## config.mk

```make
export PLATFORM = sky130hd
export DESIGN_NAME = port_read_scheduler
export DESIGN_NICKNAME = d
export VERILOG_FILES = /design/src/rtl/port_read_scheduler.sv
export SDC_FILE = /design/constraint.sdc
export NUM_CORES = 2
export LEC_CHECK = 0
export ABC_AREA = 1
export CAP_MARGIN = 20
export CORE_MARGIN = 5
export CORE_UTILIZATION = 40
export DETAILED_ROUTE_END_ITERATION = 8
export GPL_ROUTABILITY_DRIVEN = 0
export PLACE_DENSITY = 0.52
export RECOVER_POWER = 50
export SYNTH_ARGS = -nofsm -noshare
export SYNTH_HDL_FRONTEND = slang
export SYNTH_SLANG_ARGS = --single-unit
```

## constraint.sdc

```tcl
create_clock -name clk -period 7.3 [get_ports clk]
set_input_delay 2.19 -clock clk [delete_from_list [all_inputs] [get_ports clk]]
set_output_delay 2.19 -clock clk [all_outputs]
set_load 0.1 [all_outputs]
```

## src/rtl/port_read_scheduler.sv

```systemverilog
// Per-output-port dequeue scheduler: one descriptor FIFO per priority, with a single
// descriptor at a time handed to the read controller by strict priority or WRR.
module port_read_scheduler #(
  parameter int num_of_priority = 8,
  parameter int priority_width  = 3,
  parameter int queue_depth     = 8,
  parameter int address_width   = 12,
  parameter int length_width    = 7
) (
  input  logic                       clk,
  input  logic                       rst,
  input  logic                       sp0_wrr1,
  input  logic                       enq_vld,
  input  logic [priority_width-1:0]  enq_priority,
  input  logic [address_width-1:0]   enq_address,
  input  logic [length_width-1:0]    enq_length,
  output logic [num_of_priority-1:0] enq_full,
  output logic                       enq_overflow,
  input  logic                       rd_busy,
  output logic                       deq_vld,
  output logic [priority_width-1:0]  deq_priority,
  output logic [address_width-1:0]   deq_address,
  output logic [length_width-1:0]    deq_length,
  input  logic                       deq_ack
);

  localparam int cnt_width  = $clog2(queue_depth + 1);
  localparam int ptr_width  = (queue_depth > 1) ? $clog2(queue_depth) : 1;
  localparam int cred_width = $clog2(num_of_priority + 1);
  localparam int data_width = address_width + length_width;

  localparam logic [cnt_width-1:0]  cnt_zero  = {cnt_width{1'b0}};
  localparam logic [cnt_width-1:0]  cnt_one   = {{(cnt_width-1){1'b0}}, 1'b1};
  localparam logic [cnt_width-1:0]  cnt_max   = cnt_width'(queue_depth);
  localparam logic [ptr_width-1:0]  ptr_zero  = {ptr_width{1'b0}};
  localparam logic [ptr_width-1:0]  ptr_one   = {{(ptr_width-1){1'b0}}, 1'b1};
  localparam logic [ptr_width-1:0]  ptr_last  = ptr_width'(queue_depth - 1);
  localparam logic [cred_width-1:0] cred_zero = {cred_width{1'b0}};
  localparam logic [cred_width-1:0] cred_one  = {{(cred_width-1){1'b0}}, 1'b1};

  typedef enum logic [0:0] {
    IDLE    = 1'b0,
    PRESENT = 1'b1
  } state_t;

  state_t                    state_r;
  logic [data_width-1:0]     mem_r    [num_of_priority][queue_depth];
  logic [cnt_width-1:0]      count_r  [num_of_priority];
  logic [ptr_width-1:0]      head_r   [num_of_priority];
  logic [ptr_width-1:0]      tail_r   [num_of_priority];
  logic [cred_width-1:0]     credit_r [num_of_priority];

  logic [num_of_priority-1:0] nonempty_s;
  logic [num_of_priority-1:0] full_s;
  logic [num_of_priority-1:0] eligible_s;
  logic [num_of_priority-1:0] push_hit_s;
  logic [num_of_priority-1:0] pop_hit_s;
  logic                       push_s;
  logic                       grant_s;
  logic                       any_eligible_s;
  logic [priority_width-1:0]  sel_sp_s;
  logic [priority_width-1:0]  sel_elig_s;
  logic [priority_width-1:0]  sel_s;
  logic [data_width-1:0]      head_data_s;

  // Per-queue status decoded from the count and credit registers.
  always_comb begin
    nonempty_s = {num_of_priority{1'b0}};
    full_s     = {num_of_priority{1'b0}};
    eligible_s = {num_of_priority{1'b0}};
    for (int p = 0; p < num_of_priority; p++) begin
      nonempty_s[p] = (count_r[p] != cnt_zero);
      full_s[p]     = (count_r[p] == cnt_max);
      eligible_s[p] = nonempty_s[p] && (credit_r[p] != cred_zero);
    end
  end

  // Grant selection; later loop iterations override, so the highest index wins.
  always_comb begin
    sel_sp_s   = {priority_width{1'b0}};
    sel_elig_s = {priority_width{1'b0}};
    for (int p = 0; p < num_of_priority; p++) begin
      sel_sp_s   = nonempty_s[p] ? priority_width'(p) : sel_sp_s;
      sel_elig_s = eligible_s[p] ? priority_width'(p) : sel_elig_s;
    end
    any_eligible_s = |eligible_s;
    if (sp0_wrr1 && any_eligible_s) begin
      sel_s = sel_elig_s;
    end else begin
      sel_s = sel_sp_s;
    end
    grant_s     = (state_r == IDLE) && !rd_busy && (|nonempty_s);
    head_data_s = mem_r[sel_s][head_r[sel_s]];
  end

  // Push/pop strobes per queue; full is the pre-edge value, so a pop never rescues a push.
  always_comb begin
    push_s     = enq_vld && !full_s[enq_priority];
    push_hit_s = {num_of_priority{1'b0}};
    pop_hit_s  = {num_of_priority{1'b0}};
    for (int p = 0; p < num_of_priority; p++) begin
      push_hit_s[p] = push_s && (enq_priority == priority_width'(p));
      pop_hit_s[p]  = grant_s && (sel_s == priority_width'(p));
    end
  end

  assign enq_full = full_s;

  // Descriptor storage; contents are don't-care until written, so no reset.
  always_ff @(posedge clk) begin
    if (push_s) begin
      mem_r[enq_priority][tail_r[enq_priority]] <= {enq_address, enq_length};
    end
  end

  // Queue pointers and occupancy counts.
  always_ff @(posedge clk or posedge rst) begin
    if (rst) begin
      for (int p = 0; p < num_of_priority; p++) begin
        count_r[p] <= cnt_zero;
        head_r[p]  <= ptr_zero;
        tail_r[p]  <= ptr_zero;
      end
    end else begin
      for (int p = 0; p < num_of_priority; p++) begin
        if (push_hit_s[p]) begin
          tail_r[p] <= (tail_r[p] == ptr_last) ? ptr_zero : tail_r[p] + ptr_one;
        end
        if (pop_hit_s[p]) begin
          head_r[p] <= (head_r[p] == ptr_last) ? ptr_zero : head_r[p] + ptr_one;
        end
        case ({push_hit_s[p], pop_hit_s[p]})
          2'b10:   count_r[p] <= count_r[p] + cnt_one;
          2'b01:   count_r[p] <= count_r[p] - cnt_one;
          default: count_r[p] <= count_r[p];
        endcase
      end
    end
  end

  // Grant FSM with registered descriptor outputs, overflow pulse and WRR credits.
  always_ff @(posedge clk or posedge rst) begin
    if (rst) begin
      state_r      <= IDLE;
      deq_vld      <= 1'b0;
      deq_priority <= {priority_width{1'b0}};
      deq_address  <= {address_width{1'b0}};
      deq_length   <= {length_width{1'b0}};
      enq_overflow <= 1'b0;
      for (int p = 0; p < num_of_priority; p++) begin
        credit_r[p] <= cred_width'(p + 1);
      end
    end else begin
      enq_overflow <= enq_vld && full_s[enq_priority];
      case (state_r)
        IDLE: begin
          if (grant_s) begin
            deq_vld                   <= 1'b1;
            deq_priority              <= sel_s;
            {deq_address, deq_length} <= head_data_s;
            state_r                   <= PRESENT;
            if (sp0_wrr1) begin
              if (any_eligible_s) begin
                credit_r[sel_s] <= credit_r[sel_s] - cred_one;
              end else begin
                // Round exhausted: reload every weight, charging this grant to the new round.
                for (int p = 0; p < num_of_priority; p++) begin
                  credit_r[p] <= (priority_width'(p) == sel_s) ? cred_width'(p)
                                                               : cred_width'(p + 1);
                end
              end
            end
          end else begin
            deq_vld <= 1'b0;
          end
        end
        PRESENT: begin
          if (deq_ack) begin
            deq_vld <= 1'b0;
            state_r <= IDLE;
          end
        end
        default: begin
          deq_vld <= 1'b0;
          state_r <= IDLE;
        end
      endcase
    end
  end

endmodule

```

Word-level counts from Yosys, hierarchy flattened. Memories as Yosys holds them, arrays and structs flattened. Index checks and enable logic that the tools add are counted.

Memories kept: 1. RAM bits: 1216. Input bits: 28. Register bits: 137. Output and inout port bits: 32. Logic and storage cells: 283.

Bitwise operators: 5. Multiplexer cells: 74. Eq/ne operators: 62. Add/sub/neg operators: 33. Order comparisons: 7. Reduce and logical (&&, ||, !) cells: 63.

Memories: mem_r (words 8, width 152, rd ports 1, clocked after memory_dff 0, write ports 1, line 47) `logic [data_width-1:0] mem_r [num_of_priority][queue_depth];`.

Operators by type and width (number): $mux W152 (1); $mux W3 (30); $eq A3 B3 Y1 const B (24); $pmux W4 S2 (8); $reduce_bool A4 Y1 (16); $bmux W19 S3 (1); $demux W19 S3 (1); $mux W19 (3); $add A3 B1 Y3 const B (16); $sub A4 B1 Y4 const B (9); $add A4 B1 Y4 const B (8); $bwmux W32 (1); $eq A4 B4 Y1 const B (8); $mux W32 (1); $logic_and A1 B1 Y1 (31); $bmux W3 S3 (2); $eq A2 B1 Y1 const B (8); $eq A2 B2 Y1 const B (8); $ge A4 B4 Y1 const B (4); $mux W4 (4); $not A3 Y4 (4); $reduce_bool A2 Y1 (8); $reduce_or A8 Y1 (2); $bmux W4 S3 (1); other kinds (18) (45).

Depth between registers and ports, before layout.
Depth in word-level cells: 18. Depth in mapped cells: 25. Depth with buffers taken out: 24.

Least setup slack after synthesis. No wires, ideal clock.

Path kind: flip-flop to flip-flop. Start point: reg count_r[28] (netlist bit). End point: reg count_r[31] (netlist bit). Setup slack: 1.441 ns. Buffers on the path: 1. Stages on the path, launching flop included: 19. Clock period less this slack: 5.859 ns. Arrival time: 5.737 ns. Setup time: 0.122 ns. Required time: 7.178 ns. Path through: dfrtp_1 -> nor4_1 -> a22o_1 -> a221oi_1 -> nand2_1 -> nand2_1 -> nand2_1 -> inv_1 -> clkbuf_1 -> nand2_1 -> ha_1 -> ha_1 -> nand2_1 -> nor2_1 -> a211oi_1 -> nor2_1 -> nor2_1 -> nand2_1 -> xor2_1.

Elaborated cells on any way between the ends: 21. Those cells by class: 2 x add/sub; 3 x eq/ne; 4 x mux; 12 x reduce/logical.

RTL lines: start, declared (line 48) `logic [cnt_width-1:0] count_r [num_of_priority];`; start signal, assigned by index (line 120) `count_r[p] <= cnt_zero;`; start signal, assigned by index (line 133) `2'b10: count_r[p] <= count_r[p] + cnt_one;`; start signal, assigned by index (line 134) `2'b01: count_r[p] <= count_r[p] - cnt_one;`; $eq A4 B4 Y1 * (line 73) `full_s[p] = (count_r[p] == cnt_max);`; net enq_full[0] (line 17) `output logic [num_of_priority-1:0] enq_full,`; $bmux W1 S3 * (line 98) `push_s = enq_vld && !full_s[enq_priority];`; $mux W1 (implied by the code) * (line 98); $logic_not A1 Y1 * (line 98); $logic_and A1 B1 Y1 * (line 98); $logic_and A1 B1 Y1 * (line 102) `push_hit_s[p] = push_s && (enq_priority == priority_width'(p));`; $eq A2 B1 Y1 / $eq A2 B2 Y1 (equally long branches) (line 132) `case ({push_hit_s[p], pop_hit_s[p]})`; $pmux W4 S2 / $reduce_bool A2 Y1 (equally long branches).

The timed path passes the listed nets; every way through them passes the cells marked *. The select of a mux whose other input is x is not followed. A chain may end at the register's enable or synchronous reset.

==> results list <==
* Run status: finished, violations left
* Failing checks: capacitance limit, slew limit
- Number of setup buffers added after CTS: 0
- Number of synthesized register bits: 1353
- Of the total synthesized cell area, the portion taken by AND, OR, NAND and NOR gates is 24.3%.
* Max-slew violations: 1322
- In the final layout, the share of cells above drive strength 1 is 7.47%.
- Die H: 396 µm
- Vias in the first global route: 39300
- Along the worst path, the maximum fanout reaches 59.
* Average via count per standard cell: 5.27
- Number of gates given a new drive strength after cts: 0
- The biggest area contributor in the post-synthesis netlist is edfxtp_1.
* CTS tree: built
- Internal Power: 14.7 mW
- Crit path required time: 7810 ps
* Clk pwr share: 29.8%
- After synthesis, the most frequently instantiated cells are nand2_1 (2226), edfxtp_1 (1216), nand3_1 (686), inv_1 (466), nor2_1 (418).
- For this block, the via count after detailed routing is 42000.
* Worst-Skew Late Latency: 800 ps
- A synthesized cell averages 10.2 µm².
- The worst path uses 76.2% of the clock period.
* Clock-pin transition on the worst setup and hold timing paths: 50 ps
* Xor and xnor fraction of the mapped netlist area: 0.382%
- The most used flip-flop cell after synthesis is edfxtp_1.
* Die area: 157000 µm²
- Derived from the worst setup path, the maximum achievable clock frequency is 180 MHz.
- The net count of the finished layout is 6003.
- Normalized max-slew margin: -197%
* Worst Max-Slew Pin Slew: 4450 ps
- Ranked by total cell area, the synthesized netlist is headed by edfxtp_1 (61%), nand2_1 (14%), nand3_1 (5.8%).
* Total routing resource utilization after global routing: 23.3%
- Setup repair after global routing left no endpoint under its margin.
- The kind of cell with the highest combined delay along the critical path is buffers and inverters.
- Counting both buffers and inverters, the worst setup path holds a total of 3.
- Total half-perimeter wirelength after legalization and detailed placement: 106000 µm
- After synthesis, the share of cell area in mux cells is 0%.
* Post-Synth Adder-Cell Area: 1.46%
* Number of warnings reported in the yosys synthesis log: 0
* Post-route DRC: 0
- Critical path class: input pin to asynchronous set/reset pin
- Power Dens Cells: 357 nW/µm²
- Final Hold Vio Count: 0
- Mean routed wirelength per cell: 23.4 µm
* Worst-path cell with the longest stage delay: clkinvlp_2
* Sw frac: 38.7%
* Initial antenna violation count: 3
* Total power: 24.0 mW
- Summed negative setup slack over all endpoints: 0 ps
* Sequential power share: 38.3%
- In this run the remaining antenna-violating nets after routing total 0.
- Sequential cells were found to cover 67.0% of the synthesized design area.
- IR analysis of the VDD net gives a maximum drop of 0.000276 V.
- During I/O placement, the number of pins put on the boundary was 60.
- Kind of launch point of the worst setup path: input pin
- The share of total power dissipated in combinational logic is 32.0%.
- Summed over its instances, the top area cell type makes up 61.2% of the synthesized netlist area.
* Die outline width: 396 µm
* Library cell used as clock root buffer: clkbuf_16
- Number of standard cells after synthesis: 5856
* Initial Util: 40.3%
* Core Rows: 141
* Net count after synthesis: 5949
* Net Switching: 9.26 mW
- The signal on the critical path passes through dlygate4sd3_1 -> clkinvlp_2 -> clkbuf_1.
- In this run, the number of DRC markers left after iteration 0 of detailed routing was 4295.
* CTS buffer count: 149
- Final-report setup violation count: 0
- Total global routing overflow: 0
- Clock tree synthesis found a total of 1353 sinks.
* Setup skew after layout: 28.2 ps
- Number of I/O port buffers: 59
* Fraction of the mapped netlist area in compound gates: 1.35%
- Dominant combinational cell family by area after synthesis: simple AND/OR/NAND/NOR gates
- The most common cell in the synthesized netlist is nand2_1.
- Summed over all cells, the static leakage comes to 27.6 nW.
* Slack of the critical path: 1740 ps
* Number of synthesized flops with an enable pin: 1216
- The synthesized netlist contains 45 unique library cells.
- The min-delay analysis places its worst path in the category register to register.
- After detailed routing, the total wire length is 186000 µm.
- On the worst path, the slowest cell contributes a delay of 1810 ps.
- Worst setup EP type: asynchronous set/reset pin
- Entering global routing, the biggest net connects 160 pins.
- Setup slack at placement: 1200 ps
* Max-capacitance violation count: 26
* Worst EP arrival: 6070 ps
- Relative to the synthesized area, the layout overhead comes to 12.3%.
- Final worst path period need: 5560 ps
- The H-tree generated during clock tree synthesis spans 4 levels.
- First-pass GRT wire length: 272000 µm
* Total of hold buffers inserted after clock tree synthesis: 0
- Of all flip-flops after synthesis, the portion carrying an async set or reset was 10.1%.
- The clock passes through at most 3 buffers.
- The pre-antenna-repair detailed-routing pass consisted of 6 iterations.
- The mapped netlist covers 59700 µm².
* Core region area: 148000 µm²
layout by cell type, fill, tap and decap left out, drive strengths merged, types with 8 or more instances in the layout:
cell type | synthesis | routed
nand2 | 2239 | 2239
edfxtp | 1216 | 1216
nand3 | 689 | 689
inv | 474 | 477
nor2 | 427 | 427
clkbuf | 57 | 232
buf | 241 | 133
dfrtp | 124 | 124
nand4 | 118 | 118
o21ai | 83 | 83
clkinv | 5 | 61
ha | 57 | 57
clkdlybuf4s50 | 0 | 37
xor2 | 17 | 17
a21oi | 15 | 15
o22ai | 13 | 13
dfstp | 13 | 13
xnor2 | 9 | 9
a211oi | 9 | 9
nand3b | 8 | 8
fa | 8 | 8
path summary, 6_finish.rpt:
path / depth (start not counted) / from / end / slack [ps]
worst max-delay path: 3 / rst / credit_r[7] / 1740
worst min-delay path: 2 / deq_priority[2] / deq_priority[2] / 490
worst max register to register: 19 / count_r[1] / count_r[3] / 2770
worst min register to register: 2 / deq_priority[2] / deq_priority[2] / 490
max in group clk: 2 / enq_address[1] / mem_r[1][122] / 1780
min in group asynchronous: 2 / rst / deq_address[6] / 2810
flip-flops by register name, summed over array words and instances (netlist names):
register      flops
tail_r           24
deq_address      12
mem_r          1216
count_r          32
credit_r         32
deq_length        7
head_r           24
enq_overflow      1
deq_priority      3
state_r           1
deq_vld           1
per-stage QoR:
| stage | cells | cell area (µm²) | hold slack [ps] | util (%) |
|---|---|---|---|---|
| after floorplan | 5856 | 59700 | 461 | - |
| after global placement | 7684 | 62500 | 474 | 42.2 |
| after detailed placement | 7686 | 62600 | 481 | 42.3 |
| after CTS | 7954 | 67100 | 495 | 45.3 |
| after global routing | 7957 | 67100 | 518 | 45.3 |
| final | 7958 | 67100 | 488 | 45.3 |
worst reg2reg max path: cells and delay by family, from the launching register on:
family | cells | cell delay [ps]
fa+ha+maj | 2 | 600
buf+inv | 2 | 530
flops | 1 | 420
simple gates | 13 | 2510
xor+xnor | 1 | 140
compound gates | 1 | 230
metal layers:
metal  up-vias  part of all wire [%]  GRT usage [%]
met5         -                     0              0
met4         0                   2.7           6.80
met3       277                   7.5           4.16
met2      1466                    45           35.9
met1     20700                    45           33.9
li1      19500                     -              -
power by group through the flow:
stage / clock, mW / combinational [mW] / sequential [mW]
2_1_floorplan: 0 / 4.51 / 9.54
5_1_grt: 7.59 / 8.27 / 9.20
4_1_cts: 7.26 / 7.63 / 9.14
3_3_place_gp: 0 / 7.57 / 9.30
3_5_place_dp: 0 / 7.60 / 9.29
6_report: 7.13 / 7.66 / 9.17
cells by family (layout without fill, tap and decap cells):
logic type | count (synthesis) | after routing
fa+ha+maj | 65 | 65
compound gates | 142 | 142
buf+inv | 777 | 948
simple gates | 3493 | 3493
flops | 1353 | 1353
xor+xnor | 26 | 26
other cells | 0 | 1
layout make-up:
| type | count | area (µm²) |
|---|---|---|
| fillers | 13900 | 81000 |
| flip-flops and latches | 1353 | 40000 |
| multi-input cells | 3726 | 16600 |
| clock buffers | 204 | 4070 |
| well taps | 1930 | 2410 |
| inverters | 479 | 1810 |
| repair buffers | 201 | 1720 |
| clock inverters | 64 | 457 |
| diodes | 1 | 2.50 |
No activity file was read; power rests on OpenSTA's default activity.
